## src/rtl/if_stage.sv

```systemverilog
// rtl/if_stage.sv - instruction fetch stage with IF/ID register and immediate-type pre-decode
// Optional IF_ILLEGAL_DETECT_EN: registers id_illegal for unknown opcodes or instr[1:0]!=2'b11.
module if_stage #(
    parameter logic [31:0] RESET_PC = 32'h0000_0000,
    parameter int          XLEN     = 32
) (
    input  logic            clk,
    input  logic            rst,
    output logic            imem_ren,
    output logic [XLEN-1:0] imem_addr,
    input  logic [XLEN-1:0] imem_rdata,
    input  logic            imem_stall,
    input  logic            redirect_valid,
    input  logic [XLEN-1:0] redirect_pc,
    input  logic            id_stall,
    output logic            id_valid,
    output logic [XLEN-1:0] id_instr,
    output logic [XLEN-1:0] id_pc,
    output logic [2:0]      id_type,
    output logic            id_illegal
);

    typedef enum logic [1:0] {S_FETCH, S_WAIT, S_DROP} state_e;

    state_e          state_q, state_d;
    logic [XLEN-1:0] pc_q, pc_d;
    logic [XLEN-1:0] pend_pc_q, pend_pc_d;
    logic            id_valid_q, id_valid_d;
    logic [XLEN-1:0] id_instr_q, id_instr_d;
    logic [XLEN-1:0] id_pc_q, id_pc_d;
    logic [2:0]      id_type_q, id_type_d;
    logic            flush;
    logic            load;
    logic [XLEN-1:0] redir_pc;

    function automatic logic [2:0] imm_type(input logic [6:0] op);
        case (op)
            7'b0110011: imm_type = 3'b000;
            7'b0010011: imm_type = 3'b001;
            7'b0100011: imm_type = 3'b010;
            7'b1100011: imm_type = 3'b011;
            7'b0110111,
            7'b0010111: imm_type = 3'b100;
            7'b1101111: imm_type = 3'b101;
            7'b0000011: imm_type = 3'b110;
            7'b1100111: imm_type = 3'b111;
            default:    imm_type = 3'b000;
        endcase
    endfunction

    assign redir_pc  = {redirect_pc[XLEN-1:2], 2'b00};
    assign imem_ren  = ~rst;
    // pc only moves on completion, so in DROP it still holds the abandoned address
    assign imem_addr = pc_q;

    always_comb begin
        state_d    = state_q;
        pc_d       = pc_q;
        pend_pc_d  = pend_pc_q;
        id_valid_d = id_valid_q;
        id_instr_d = id_instr_q;
        id_pc_d    = id_pc_q;
        id_type_d  = id_type_q;
        flush      = 1'b0;
        load       = 1'b0;
        case (state_q)
            S_FETCH, S_WAIT: begin
                if (imem_stall) begin
                    if (redirect_valid) begin
                        state_d   = S_DROP;
                        pend_pc_d = redir_pc;
                        flush     = 1'b1;
                    end else begin
                        state_d = S_WAIT;
                        if (!id_stall) id_valid_d = 1'b0;
                    end
                end else begin
                    state_d = S_FETCH;
                    if (redirect_valid) begin
                        pc_d  = redir_pc;
                        flush = 1'b1;
                    end else if (!id_stall) begin
                        load = 1'b1;
                        pc_d = pc_q + XLEN'(4);
                    end
                end
            end
            default: begin
                flush = 1'b1;
                if (redirect_valid) pend_pc_d = redir_pc;
                if (!imem_stall) begin
                    state_d = S_FETCH;
                    pc_d    = redirect_valid ? redir_pc : pend_pc_q;
                end
            end
        endcase
        if (flush) id_valid_d = 1'b0;
        if (load) begin
            id_valid_d = 1'b1;
            id_instr_d = imem_rdata;
            id_pc_d    = pc_q;
            id_type_d  = imm_type(imem_rdata[6:0]);
        end
    end

    always_ff @(posedge clk) begin
        if (rst) begin
            state_q    <= S_FETCH;
            pc_q       <= RESET_PC;
            pend_pc_q  <= '0;
            id_valid_q <= 1'b0;
            id_instr_q <= 32'h0000_0013;
            id_pc_q    <= '0;
            id_type_q  <= 3'b001;
        end else begin
            state_q    <= state_d;
            pc_q       <= pc_d;
            pend_pc_q  <= pend_pc_d;
            id_valid_q <= id_valid_d;
            id_instr_q <= id_instr_d;
            id_pc_q    <= id_pc_d;
            id_type_q  <= id_type_d;
        end
    end

`ifdef IF_ILLEGAL_DETECT_EN
    logic id_illegal_q, id_illegal_d;

    function automatic logic known_op(input logic [6:0] op);
        case (op)
            7'b0110011, 7'b0010011, 7'b0100011, 7'b1100011,
            7'b0110111, 7'b0010111, 7'b1101111, 7'b0000011,
            7'b1100111: known_op = 1'b1;
            default:    known_op = 1'b0;
        endcase
    endfunction

    always_comb begin
        id_illegal_d = id_illegal_q;
        if (flush) id_illegal_d = 1'b0;
        if (load)  id_illegal_d = !known_op(imem_rdata[6:0]) || (imem_rdata[1:0] != 2'b11);
    end

    always_ff @(posedge clk) begin
        if (rst) id_illegal_q <= 1'b0;
        else     id_illegal_q <= id_illegal_d;
    end

    assign id_illegal = id_illegal_q;
`else
    assign id_illegal = 1'b0;
`endif

    assign id_valid = id_valid_q;
    assign id_instr = id_instr_q;
    assign id_pc    = id_pc_q;
    assign id_type  = id_type_q;

endmodule

```

## config.mk

```make
export PLATFORM = sky130hd
export DESIGN_NAME = if_stage
export DESIGN_NICKNAME = d
export VERILOG_FILES = /design/src/rtl/if_stage.sv
export SDC_FILE = /design/constraint.sdc
export NUM_CORES = 1
export LEC_CHECK = 0
export ABC_CLOCK_PERIOD_IN_PS = 2800
export CAP_MARGIN = 10
export CORE_AREA = 2 2 143 89
export DETAILED_ROUTE_END_ITERATION = 8
export DIE_AREA = 0 0 145 91
export PLACE_DENSITY = 0.84
export SYNTH_ARGS = -nofsm -noshare
export SYNTH_HDL_FRONTEND = slang
export SYNTH_SLANG_ARGS = --single-unit
```

## constraint.sdc

```tcl
create_clock -name clk -period 2.8 [get_ports clk]
set_input_delay 0.28 -clock clk [delete_from_list [all_inputs] [get_ports clk]]
set_output_delay 0.28 -clock clk [all_outputs]
set_load 0.03 [all_outputs]
```

# == Word-level counts from Yosys, hierarchy flattened ==
# Index checks and enable logic that the tools add are counted.
# classes
n_mux,25
bitwise_logic,2
n_addsub,1
n_reduce_logical,7
n_eq_ne,14
# op_table
operator,n
32-bit two-way mux,8
"32-bit by 3-bit adder with 32-bit output, second input constant",1
"7-bit equality test, second input constant",3
3-bit case mux with 7 select lines,1
"7-bit by 5-bit equality test with 1-bit output, second input constant",2
"7-bit by 6-bit equality test with 1-bit output, second input constant",2
1-bit two-way mux,12
2-bit two-way mux,4
"7-bit by 2-bit equality test with 1-bit output, second input constant",1
"3-bit by 1-bit != test with 1-bit output, second input constant",2
3-bit nonzero test,2
4-bit AND reduction,1
2-bit OR reduction,2
"3-bit != test, second input constant",1
"2-bit by 1-bit equality test with 1-bit output, second input constant",1
2-bit zero test,1
"2-bit by 1-bit != test with 1-bit output, second input constant",1
"2-bit != test, second input constant",1
1-bit NOT,2
2-bit AND reduction,1
# totals
out_inout_bits,102
wordCells,56
in_bits,69
regBits,134

# == Logic depth before layout (Yosys ltp) ==
# depth
ltp_word,6
ltp_mapped,7
ltp_nobuf,6

# == Worst setup path before layout ==
# Ideal clock, no wire load.
# synth_path
path_kind,register -> register
startpoint,register pc_q[3] (netlist: imem_addr[3])
endpoint,register pc_q[24] (netlist: imem_addr[24])
path_slack_ns,0.733
required_time_ns,2.678
stages_incl_launch_ff,7
synth_period_minus_slack_ns,2.067
path_buffers,0
t_arrival_ns,1.945
setup_ns,0.122
path_cell_list,dfxtp_1 > ha_1 > nand3_4 > or4_4 > o211a_1 > a21oi_1 > o31ai_1
# synth_via
elab_chain_cells,5
# synth_lines
element,line,rtl
from (decl),26,"logic [XLEN-1:0] pc_q, pc_d;"
from (signal assigned),117,pc_q <= pc_d;
32-bit by 3-bit adder with 32-bit output,84,pc_d = pc_q + XLEN'(4);
32-bit two-way mux,82,end else if (!id_stall) begin
32-bit two-way mux,79,if (redirect_valid) begin
32-bit two-way mux,68,if (imem_stall) begin
32-bit two-way mux,66,case (state_q)
# Every way passes these cells. The select of a mux whose other input is x is not followed.
# A chain may end at the register's enable or synchronous reset.

# == Final worst setup path ==
# layout_path
startpoint,register pc_q[4] (netlist: imem_addr[4])
endpoint,register pc_q[19] (netlist: imem_addr[19])
# The elaborated chain is that of the path after synthesis.

==> reports/qor.yml <==
status: "complete, no violations"
p_leak_nw: 2.967
drcViolationCount: 0
cts.repair.resized: 0
ys_seq_area_frac: 0.4464
h-tree-depth: 4
fp.dieW_um: 145
final_cells: 1104
p_seq_frac: 0.398
clock_latency_ns: 0.42
ys_seq_elements: 133
internal-power_mw: 3.770
io_pins: 171
critical_path_class: "reg -> reg"
dp_cells: 1072
yosysTopAreaCell: "dfxtp_1"
routed_wl_um: 18760
dieArea_mm2: 0.01320
antenna_found_initial: 0
crit_arrival_ns: 2.43
yosys_warnings: 0
synth_top_cell_area_share: 0.4464
area_growth_pct: 41.30
gp_congestion: 0.9821
syn_inst: 772
synth_area_mm2: 0.005964
synth_area_leaders: "dfxtp_1, nand2_1, a21oi_1"
drive_gt1_frac: 0.08413
crit_path_start_kind: "register"
crit_chain: "nand4_2, nor3_2, nand3_1, or4_1, o211ai_1"
hold_slack_ns: 0.2695
die_h_um: 91
cts.sinks: 133
antenna_cells: 0
finalCritPeriodShare: 0.7454
critPathSlowestCell: "dfxtp_1"
p_sw_mw: 1.390
viasPerCell: 5.672
grt_use_total: 0.2908
tightest_slew_ns: 0.6563
synth-edff-count: 0
clk_path_buf_depth: 2
cts_buffers: 17
drv_cap: 0
clk_pin_slew_ns: 0.06
ys_types: 62
synthTopCellsByCount: "nand2_1, dfxtp_1, a21oi_1"
netSwitchingFraction: 0.2694
postCtsSetupBuffers: 0
dp_hpwl_um: 12930
synth_nets: 842
power_frac_comb: 0.132
max_slew_margin: 0.5625
skew_ns: 0.01788
ir_drop_mv: 0.4585
max_freq_ghz: 0.4792
num_rows: 31
grt_start_max_net_pins: 67
cp_max_fo: 7
rsz0062_at_grt: "false"
drtPass1Iterations: 5
post_drt_wl_per_cell_um: 16.99
cellPowerDensity_mw_per_mm2: 612.3
first_iter_violations: 564
grt-ovfl-total: 0
ctsRootBufferMaster: "clkbuf_16"
core_mm2: 0.01183
fin_setup_tns_ns: 0
nets: 996
initial_core_util: 0.5042
yosys.cell_count.top_type: "nand2_1"
hold_class: "in -> reg"
vias: 6262
max_stage_delay_ns: 0.55
port_buffers: 167
finalSetupViolations: 0
cts_tree: "done"
grt_pass1_wl_um: 30960
hold_viol: 0
min_period_ns: 2.087
synthArstFlopShare: 0
required_ns: 3.14
slew_viol_final: 0
drtAntennaViolNets: 0
crit_path_end_kind: "register"
grt_pass1_vias: 5955
synth_flop_cell: "dfxtp_1"
hold_buffers: 0
syn_avg_cell_area_um2: 7.726
clkPwrFrac: 0.469
## worst max-delay path: cells and delay by family (launching register included)
family	cells	cell delay, ns
compound gates	1	0.09
simple gates	4	1.36
flops	1	0.55
## kinds of logic after synthesis
kind of cell	synth area share
simple gates	0.2662
compound gates	0.2186
flops	0.4464
buf+inv	0.05769
mux	0.008391
fa+ha+maj	0.002097
other cells	0.0006287
## metal layers
| layer | routed length [µm] | up-vias | track usage |
|---|---|---|---|
| li1 | - | 3007 | - |
| met4 | 195 | 0 | 0.05941 |
| met3 | 2181 | 25 | 0.09849 |
| met5 | 0 | - | 0 |
| met2 | 7782 | 324 | 0.4294 |
| met1 | 8596 | 2906 | 0.4129 |
## sequential cells by signal, indices dropped and copies added (netlist names)
signal     flops
id_instr      32
id_pc         32
imem_addr     32
pend_pc_q     32
id_type        3
id_valid       1
state_q        1
## power groups by stage
| stage | clock, mW | sequential, mW | combinational, mW |
|---|---|---|---|
| 2_1_floorplan | 0 | 2.17 | 0.268 |
| 3_3_place_gp | 0 | 2.09 | 0.665 |
| 3_5_place_dp | 0 | 2.09 | 0.673 |
| 4_1_cts | 2.44 | 2.05 | 0.676 |
| 5_1_grt | 2.54 | 2.07 | 0.734 |
| 6_report | 2.42 | 2.06 | 0.684 |
## area by class of cell
cell class,instances,area [µm²]
fill,964,3402
multi-input combinational,572,2972
sequential,133,2663
timing repair buffer,193,1914
clock buffer,17,425.4
clock inverter,15,214.0
tap,165,206.4
inverter,9,33.78
## path summary, 6_finish.rpt
check                     from       endpoint  slack [ns]  cells after the start
hold reg to reg      id_pc[31]      id_pc[31]        0.45                      2
setup reg to reg  imem_addr[4]  imem_addr[19]        0.71                      5
setup / recovery  imem_addr[4]  imem_addr[19]        0.71                      5
hold / removal             rst  imem_addr[18]        0.27                      4
## placed cells by master, fill, tap and decap left out, types with 17 or more instances in the layout
cell	synthesis	final
clkbuf_16	0	17
nand2_1	234	233
dfxtp_1	133	133
a21oi_1	123	123
nor2_1	30	29
buf_4	2	23
o21ai_0	31	31
o211ai_1	18	18
nand3_1	24	24
clkdlybuf4s50_1	0	166
## metrics by stage
step	setup WS [ns]	total power, mW	utilization	instance area [µm²]
after floorplan	0.7326	2.442	-	5964
after global placement	0.4189	2.755	0.6584	7789
after detailed placement	0.3906	2.766	0.6584	7789
after CTS	0.7670	5.171	0.7124	8428
after global routing	0.5798	5.337	0.7124	8428
final	0.7130	5.160	0.7124	8428
No activity file was read; power rests on OpenSTA's default activity.
